**src/rtl/cpu_pkg.sv**
```systemverilog
// Shared CPU constants and types for the data-memory store path.
package cpu_pkg;

  localparam int unsigned DATA_W = 16;
  localparam int unsigned ADDR_W = 16;

  // Drain FSM states for the store unit.
  typedef enum logic {
    ST_IDLE = 1'b0,
    ST_REQ  = 1'b1
  } st_state_e;

endpackage

```
**src/rtl/store_fifo.sv**
```systemverilog
// Store buffer: DEPTH entries of {address, data}, FIFO ordered.
// Pointers carry one extra MSB so full and empty are distinguishable.
module store_fifo
  import cpu_pkg::*;
#(
  parameter int unsigned DW    = DATA_W,
  parameter int unsigned AW    = ADDR_W,
  parameter int unsigned DEPTH = 4,
  localparam int unsigned PW   = $clog2(DEPTH)
) (
  input  logic          clk,
  input  logic          reset,
  input  logic          push,
  input  logic [AW-1:0] push_addr,
  input  logic [DW-1:0] push_data,
  input  logic          pop,
  output logic [AW-1:0] head_addr,
  output logic [DW-1:0] head_data,
  output logic          full,
  output logic [PW:0]   count
);

  localparam logic [PW:0] FullCnt = DEPTH[PW:0];

  logic [PW:0]   wptr_q, rptr_q;
  logic [AW-1:0] addr_mem_q [DEPTH];
  logic [DW-1:0] data_mem_q [DEPTH];
  logic          do_push, do_pop;

  assign count     = wptr_q - rptr_q;
  assign full      = (count == FullCnt);
  // Guard against overflow/underflow even if the caller misbehaves.
  assign do_push   = push && !full;
  assign do_pop    = pop && (count != '0);
  assign head_addr = addr_mem_q[rptr_q[PW-1:0]];
  assign head_data = data_mem_q[rptr_q[PW-1:0]];

  // Entry storage; contents are don't-care until written, so no reset.
  always_ff @(posedge clk) begin
    if (do_push) begin
      addr_mem_q[wptr_q[PW-1:0]] <= push_addr;
      data_mem_q[wptr_q[PW-1:0]] <= push_data;
    end
  end

  // Read/write pointers, wrapping modulo DEPTH with the extra wrap bit.
  always_ff @(posedge clk or posedge reset) begin
    if (reset) begin
      wptr_q <= '0;
      rptr_q <= '0;
    end else begin
      if (do_push) wptr_q <= wptr_q + (PW+1)'(1);
      if (do_pop)  rptr_q <= rptr_q + (PW+1)'(1);
    end
  end

endmodule

```
**src/rtl/store_unit.sv**
```systemverilog
// Store unit: buffers core stores and drains them to data memory over a
// req/ack write port, one word per transaction, strictly in order.
// Optional feature: define STORE_TIMEOUT_EN to drop a head entry that sees
// no ack within TIMEOUT request cycles (flagged by a one-cycle st_err).
module store_unit
  import cpu_pkg::*;
#(
  parameter int unsigned DW      = DATA_W,
  parameter int unsigned AW      = ADDR_W,
  parameter int unsigned DEPTH   = 4,
  parameter int unsigned TIMEOUT = 15,
  localparam int unsigned CW     = $clog2(DEPTH) + 1
) (
  input  logic          clk,
  input  logic          reset,
  input  logic          st_valid,
  input  logic [AW-1:0] st_addr,
  input  logic [DW-1:0] st_data,
  output logic          st_ready,
  output logic          mem_wr_req,
  output logic [AW-1:0] mem_addr,
  output logic [DW-1:0] mem_wdata,
  input  logic          mem_ack,
  output logic          busy,
  output logic [CW-1:0] count,
  output logic          st_err
);

  st_state_e     state_q, state_d;
  logic [AW-1:0] addr_q, addr_d;
  logic [DW-1:0] data_q, data_d;
  logic          err_q, err_d;
  logic          pop, full, expire;
  logic [AW-1:0] head_addr;
  logic [DW-1:0] head_data;

  store_fifo #(
    .DW    (DW),
    .AW    (AW),
    .DEPTH (DEPTH)
  ) u_fifo (
    .clk       (clk),
    .reset     (reset),
    .push      (st_valid),
    .push_addr (st_addr),
    .push_data (st_data),
    .pop       (pop),
    .head_addr (head_addr),
    .head_data (head_data),
    .full      (full),
    .count     (count)
  );

`ifdef STORE_TIMEOUT_EN
  localparam int unsigned TW = (TIMEOUT > 1) ? $clog2(TIMEOUT) : 1;
  logic [TW-1:0] tmo_q;

  assign expire = (tmo_q == TW'(TIMEOUT - 1));

  // Cycles spent in REQ; the mandatory IDLE cycle clears it before each request.
  always_ff @(posedge clk or posedge reset) begin
    if (reset) tmo_q <= '0;
    else       tmo_q <= (state_q == ST_REQ) ? tmo_q + TW'(1) : '0;
  end
`else
  logic unused_timeout;
  assign unused_timeout = ^TIMEOUT;
  assign expire         = 1'b0;
`endif

  // st_ready looks only at the registered count, never at a same-cycle pop.
  assign st_ready   = !full;
  assign mem_wr_req = (state_q == ST_REQ);
  assign mem_addr   = addr_q;
  assign mem_wdata  = data_q;
  assign busy       = (count != '0) || (state_q == ST_REQ);
  assign st_err     = err_q;

  // Drain FSM: latch head in IDLE, hold it in REQ until ack (or timeout).
  always_comb begin
    state_d = state_q;
    addr_d  = addr_q;
    data_d  = data_q;
    pop     = 1'b0;
    err_d   = 1'b0;
    unique case (state_q)
      ST_IDLE: begin
        if (count != '0) begin
          addr_d  = head_addr;
          data_d  = head_data;
          state_d = ST_REQ;
        end
      end
      ST_REQ: begin
        // Ack wins over a timeout expiring in the same cycle.
        if (mem_ack) begin
          pop     = 1'b1;
          state_d = ST_IDLE;
        end else if (expire) begin
          pop     = 1'b1;
          err_d   = 1'b1;
          state_d = ST_IDLE;
        end
      end
    endcase
  end

  // State and registered memory-side outputs.
  always_ff @(posedge clk or posedge reset) begin
    if (reset) begin
      state_q <= ST_IDLE;
      addr_q  <= '0;
      data_q  <= '0;
      err_q   <= 1'b0;
    end else begin
      state_q <= state_d;
      addr_q  <= addr_d;
      data_q  <= data_d;
      err_q   <= err_d;
    end
  end

endmodule

```
**config.mk**
```make
export PLATFORM = sky130hd
export DESIGN_NAME = store_unit
export DESIGN_NICKNAME = d
export VERILOG_FILES = /design/src/rtl/cpu_pkg.sv /design/src/rtl/store_fifo.sv /design/src/rtl/store_unit.sv
export SDC_FILE = /design/constraint.sdc
export NUM_CORES = 1
export LEC_CHECK = 0
export ABC_AREA = 1
export BUFFER_PORTS_ARGS = -buffer_cell sky130_fd_sc_hd__buf_2
export CAP_MARGIN = 20
export CORE_MARGIN = 2
export CORE_UTILIZATION = 63
export CTS_CLUSTER_DIAMETER = 60
export DETAILED_ROUTE_END_ITERATION = 10
export PLACE_DENSITY = 0.85
export SYNTH_ARGS = -nofsm -noshare
export SYNTH_HDL_FRONTEND = slang
export SYNTH_SLANG_ARGS = --single-unit
```
**constraint.sdc**
```tcl
create_clock -name clk -period 7.2 [get_ports clk]
set_input_delay 0.72 -clock clk [delete_from_list [all_inputs] [get_ports clk]]
set_output_delay 0.72 -clock clk [all_outputs]
set_load 0.005 [all_outputs]
```
Word-level counts from Yosys, hierarchy flattened
Memory sizes are Yosys's and may differ from the RTL's. A register that Yosys moved wholly into a read port is not among the register bits.
Cells that the tools add are included.

storage, ports and cells
  register bits after elaboration = 7
  bits in writable memories = 128
  input bits = 36
  memories kept = 2

cells by class
  add/sub/neg operators = 3
  eq/ne operators = 1
  mux-type cells = 7
  bitwise operators = 1
  reductions and logical operators = 6

memory list
  memory             depth  width  read ports  clocked after Yosys merged registers in  wr ports  line              source
  u_fifo.addr_mem_q  4      16     1           1                                        1         store_fifo.sv:26  logic [AW-1:0] addr_mem_q [DEPTH];
  u_fifo.data_mem_q  4      16     1           1                                        1         store_fifo.sv:27  logic [DW-1:0] data_mem_q [DEPTH];

operators with widths
  cell                 count
  $add 3x1->3 const B  2
  $mux 1               6
  $eq 3x3->1 const B   1
  $reduce_bool 3->1    1
  $sub 3x3->3          1
  $logic_and 1x1->1    2
  $pmux 1 s2           1
  $reduce_and 2->1     1
  $logic_not 1->1      1
  $logic_or 1x1->1     1
  $not 1->1            1

Logic depth before layout (Yosys ltp)
  word-level depth = 6
  gate-level depth with buffers = 11

Cells and area by module
Synthesis repeated with hierarchy kept, for this count alone.

unflattened totals
  cells, all modules = 530
  area, all modules = 6628.9 um^2

by module, submodules not included
  module      instances  cells each  area an instance (um^2)  seq. area each (um^2)
  store_fifo  1          379         5271.3                   3993.8
  store_unit  1          151         1357.6                   825.8

Worst setup path before layout
Ideal clock, no wire load.

  path kind = register to register
  from = register u_fifo.wptr_q[0]
  to = memory u_fifo.addr_mem_q[0][0] in the netlist's numbering (enable)
  arrival = 2.980 ns
  path slack = 3.799 ns
  stages on the path, launching flop included = 11
  period minus slack after synthesis = 3.401 ns
  path through = dfrtp_1 > inv_1 > ha_1 > fa_1 > inv_1 > nand2_1 > nand2_1 > nand2_1 > nand3_1 > nand2_1 > nor2_1

between the ends
  cells in the longest elaborated chain, start to end = 6

RTL lines
  what                          line              source
  start: declaration            store_fifo.sv:25  logic [PW:0] wptr_q, rptr_q;
  start signal: assignment      store_fifo.sv:52  if (do_push) wptr_q <= wptr_q + (PW+1)'(1);
  $sub 3x3->3                   store_fifo.sv:30  assign count = wptr_q - rptr_q;
  $eq 3x3->1                    store_fifo.sv:31  assign full = (count == FullCnt);
  $logic_not 1->1               -
  via st_ready                  store_unit.sv:19  output logic st_ready,
  $logic_and 1x1->1             store_fifo.sv:33  assign do_push = push && !full;
  $mux 1                        store_fifo.sv:40  if (do_push) begin
  $mux 1 (not written as such)  store_fifo.sv:41  addr_mem_q[wptr_q[PW-1:0]] <= push_addr;
  end: declaration              store_fifo.sv:26

The timed path passes the listed nets, and every way through them passes these cells.

Worst setup path in the final report
  from = register u_fifo.rptr_q[0]
  to = memory u_fifo.data_mem_q[2][12] in the netlist's numbering (enable)

between the ends
  cells in the longest elaborated chain, start to end = 6

RTL lines
  what                          line              source
  start: declaration            store_fifo.sv:25
  start signal: assignment      store_fifo.sv:53  if (do_pop) rptr_q <= rptr_q + (PW+1)'(1);
  $sub 3x3->3                   store_fifo.sv:30
  $eq 3x3->1                    store_fifo.sv:31
  $logic_not 1->1               store_fifo.sv:33
  $logic_and 1x1->1             store_fifo.sv:33
  $mux 1                        store_fifo.sv:40
  $mux 1 (not written as such)  store_fifo.sv:42  data_mem_q[wptr_q[PW-1:0]] <= push_data;
  end: declaration              store_fifo.sv:27

Every way passes these cells.

==> flow_metrics.py <==
metrics = {
    "sta": {
        "maxClockFrequency_mhz": 272,
        "rsz0062_at_grt": "false",
        "timing.final.crit_share_pct": 51.1,
        "worstMarginPinSlew_ns": 1.05,
        "fin_crit_ns": 3.68,
        "maxSlewViolCount": 0,
        "finalSetupViolCount": 0,
        "tns_ns": 0,
        "finClkSkew_ns": 0.00629,
        "slew_headroom_pct": 29.9,
        "finalHoldViolCount": 0,
    },
    "finish": {
        "final_cells": 841,
        "fin_area_um2": 7930,
        "nNetsFinal": 731,
        "diodes": 0,
        "mostFrequentLayoutCells": "272 x nand2_1, 128 x edfxtp_1, 73 x buf_2, 47 x inv_1, 40 x nand3_1",
        "syn_to_final_growth_pct": 15.4,
        "layout_commonest_cell": "nand2_1",
        "drive_gt1_share_pct": 18.1,
    },
    "power": {
        "finalPower_mw": 3.68,
        "powerDensity_nw_per_um2": 464,
        "vdd_drop_max_mv": 0.294,
        "leakagePower_nw": 3.53,
    },
    "hold_path": {
        "hold_path_class": "in -> async",
    },
    "synth": {
        "yosysWarnings": 0,
        "synth_compound_area_share_pct": 3.57,
        "yosysSeqAreaShare_pct": 70.2,
        "synth-seq-cells": 167,
        "muxShareOfSynthArea_pct": 0,
        "synth_fp_nets": 663,
        "syn_area_um2": 6870,
        "synth-adder-area-share_pct": 1.38,
        "synth.avg_cell_area_um2": 11.1,
        "synth.distinct_cells": 24,
        "synthCells": 620,
        "synth-xor-area-share_pct": 0.128,
        "yosys.area_share.simple_pct": 19.6,
        "synth_top_family_by_area": "simple AND/OR/NAND/NOR gates",
    },
    "setup_path": {
        "cp_max_fo": 100,
        "crit_arrival_ns": 3.83,
        "r2r_end": "u_fifo.data_mem_q[2][12]",
        "worstSetupEndpoint": "u_fifo.data_mem_q[2][12]",
        "regToRegStartpoint": "u_fifo.rptr_q[0]",
        "crit_required_ns": 7.35,
        "critPathLaunch": "u_fifo.rptr_q[0]",
        "max_stage_delay_ns": 0.87,
        "worstPathCellList": "buf_4, ha_1, fa_1, nand2_1, inv_1, nand3_1, nand2_1, nor2_4",
        "critPathKind": "reg -> reg",
        "crit_path_top_delay_cell": "nor2_4",
        "cp_common_cell": "nand2_1",
        "crit_path_start_kind": "flip-flop",
        "cp-end-kind": "flip-flop",
        "reg2reg_slack_ns": 3.52,
        "reg2regPathDepth": 8,
    },
    "drt": {
        "drt_iter0_drc": 402,
        "drt-met1-wl_mm": 5.50,
        "dr_wl_met2_mm": 6.88,
        "top_layer": "met4",
        "dr_wl_met3_mm": 1.02,
        "viasPerCell": 5.42,
        "first_pass_iters": 5,
        "drcViolationCount": 0,
        "num_vias": 4555,
        "routedWlPerCell_um": 16.3,
        "wirelength_mm": 13.7,
        "ant_nets": 0,
    },
    "clocking": {
        "clock_path_buffers": 2,
        "cts_tree": "yes",
        "cts_sinks": 167,
        "cts_buffers": 17,
        "clk_pin_slew_ns": 0.06,
        "hold_buffers": 0,
        "htreeDepth": 4,
        "clock_latency_ns": 0.53,
        "post_cts_buffers": 0,
        "root_buffer": "clkbuf_8",
        "post_cts_resize_count": 0,
    },
    "die": {
        "core_region_area_um2": 10700,
        "die_h_um": 108,
        "fp.dieW_um": 108,
        "start_util_pct": 63.9,
        "io_pins": 75,
        "rows": 38,
        "die_area_um2": 11800,
    },
    "global_route": {
        "antenna_found_initial": 0,
        "grtUsageTotal_pct": 24.9,
        "grt_pass1_vias": 4472,
        "grt_pass1_wl_mm": 21.6,
        "grt_start_max_net_pins": 101,
        "overflow": 0,
    },
    "run_status": {
        "status": "finished clean",
    },
    "flow_run": {
        "drv_cap": 0,
    },
    "placed_design": {
        "place_congestion": 0.871,
        "placed_area_um2": 7310,
        "dp_cells": 807,
        "port-buffer-count": 73,
        "hpwl_mm": 8.07,
    },
}
cell type report:
class | count | area, um^2
clock buffer | 17 | 414
multi-input combinational | 372 | 1720
tap | 140 | 175
timing repair buffer | 80 | 445
clock inverter | 15 | 160
fill | 706 | 2820
inverter | 50 | 188
sequential | 167 | 4820
cell families after synthesis:
family	Yosys count
buffers and inverters	81
AO/OA/AOI/OAI	33
other	1
XOR/XNOR	1
adder cells (fa/ha/maj)	7
flip-flops	167
AND/OR/NAND/NOR	330
metal layers:
metal / track usage [%] / vias up
met5: 0 / -
met4: 10.6 / 0
met3: 6.27 / 27
met2: 40.9 / 183
met1: 31.6 / 2170
li1: - / 2175
worst min-delay path by stage:
| stage | from | end | depth (start not counted) |
|---|---|---|---|
| final | reset | mem_wdata[0] | 3 |
| after global placement | mem_wdata[0] | mem_wdata[0] | 2 |
| after CTS | reset | mem_wdata[0] | 3 |
| after detailed placement | mem_wdata[0] | mem_wdata[0] | 2 |
| after global routing | reset | u_fifo.rptr_q[2] | 3 |
| after floorplan | mem_addr[0] | mem_addr[0] | 2 |
state kept, by name, indices dropped and copies added, names as in the netlist:
| register | cells |
|---|---|
| mem_wr_req | 1 |
| u_fifo.wptr_q | 3 |
| u_fifo.addr_mem_q | 64 |
| u_fifo.data_mem_q | 64 |
| mem_addr | 16 |
| mem_wdata | 16 |
| u_fifo.rptr_q | 3 |
per-stage QoR:
stage	setup WS, ns	util (%)	hold slack, ns
finish	3.52	73.8	0.313
floorplan	3.80	-	0.465
CTS	3.47	73.4	0.315
global route	3.27	73.8	0.355
global placement	3.73	68.0	0.448
detailed placement	3.51	68.0	0.454
cell usage after synthesis:
| cell | number | area (um^2) |
|---|---|---|
| xor2_1 | 1 | 8.76 |
| nand2_1 | 272 | 1020 |
| dfrtp_1 | 39 | 976 |
| nand3_1 | 40 | 200 |
| inv_1 | 48 | 180 |
| nand4_1 | 1 | 6.26 |
| nand2_2 | 11 | 68.8 |
| fa_1 | 1 | 20.0 |
| ha_1 | 6 | 75.1 |
| o211ai_1 | 32 | 240 |
| nand3_4 | 1 | 17.5 |
| buf_8 | 1 | 15.0 |
| conb_1 | 1 | 3.75 |
| nand3_2 | 1 | 10.0 |
| nand2_4 | 1 | 11.3 |
| nor2_1 | 3 | 11.3 |
| buf_6 | 2 | 22.5 |
| o21ai_0 | 1 | 5.00 |
| clkbuf_1 | 14 | 52.6 |
| clkinv_1 | 1 | 3.75 |
| buf_2 | 13 | 65.1 |
| edfxtp_1 | 128 | 3840 |
| buf_4 | 1 | 7.51 |
| inv_2 | 1 | 3.75 |
critical path, delay by kind of cell (launching register included):
kind,cells,cell delay (ns)
DFF,1,0.34
buffers and inverters,2,0.80
adders and majority gates,2,0.72
and+or+nand+nor,4,1.41
where the power goes:
group          switching, mW  internal, mW
clock                  0.353         0.522
combinational          0.920         0.431
sequential             0.102          1.35
total                   1.38          2.31
No activity file was read; power rests on OpenSTA's default activity.
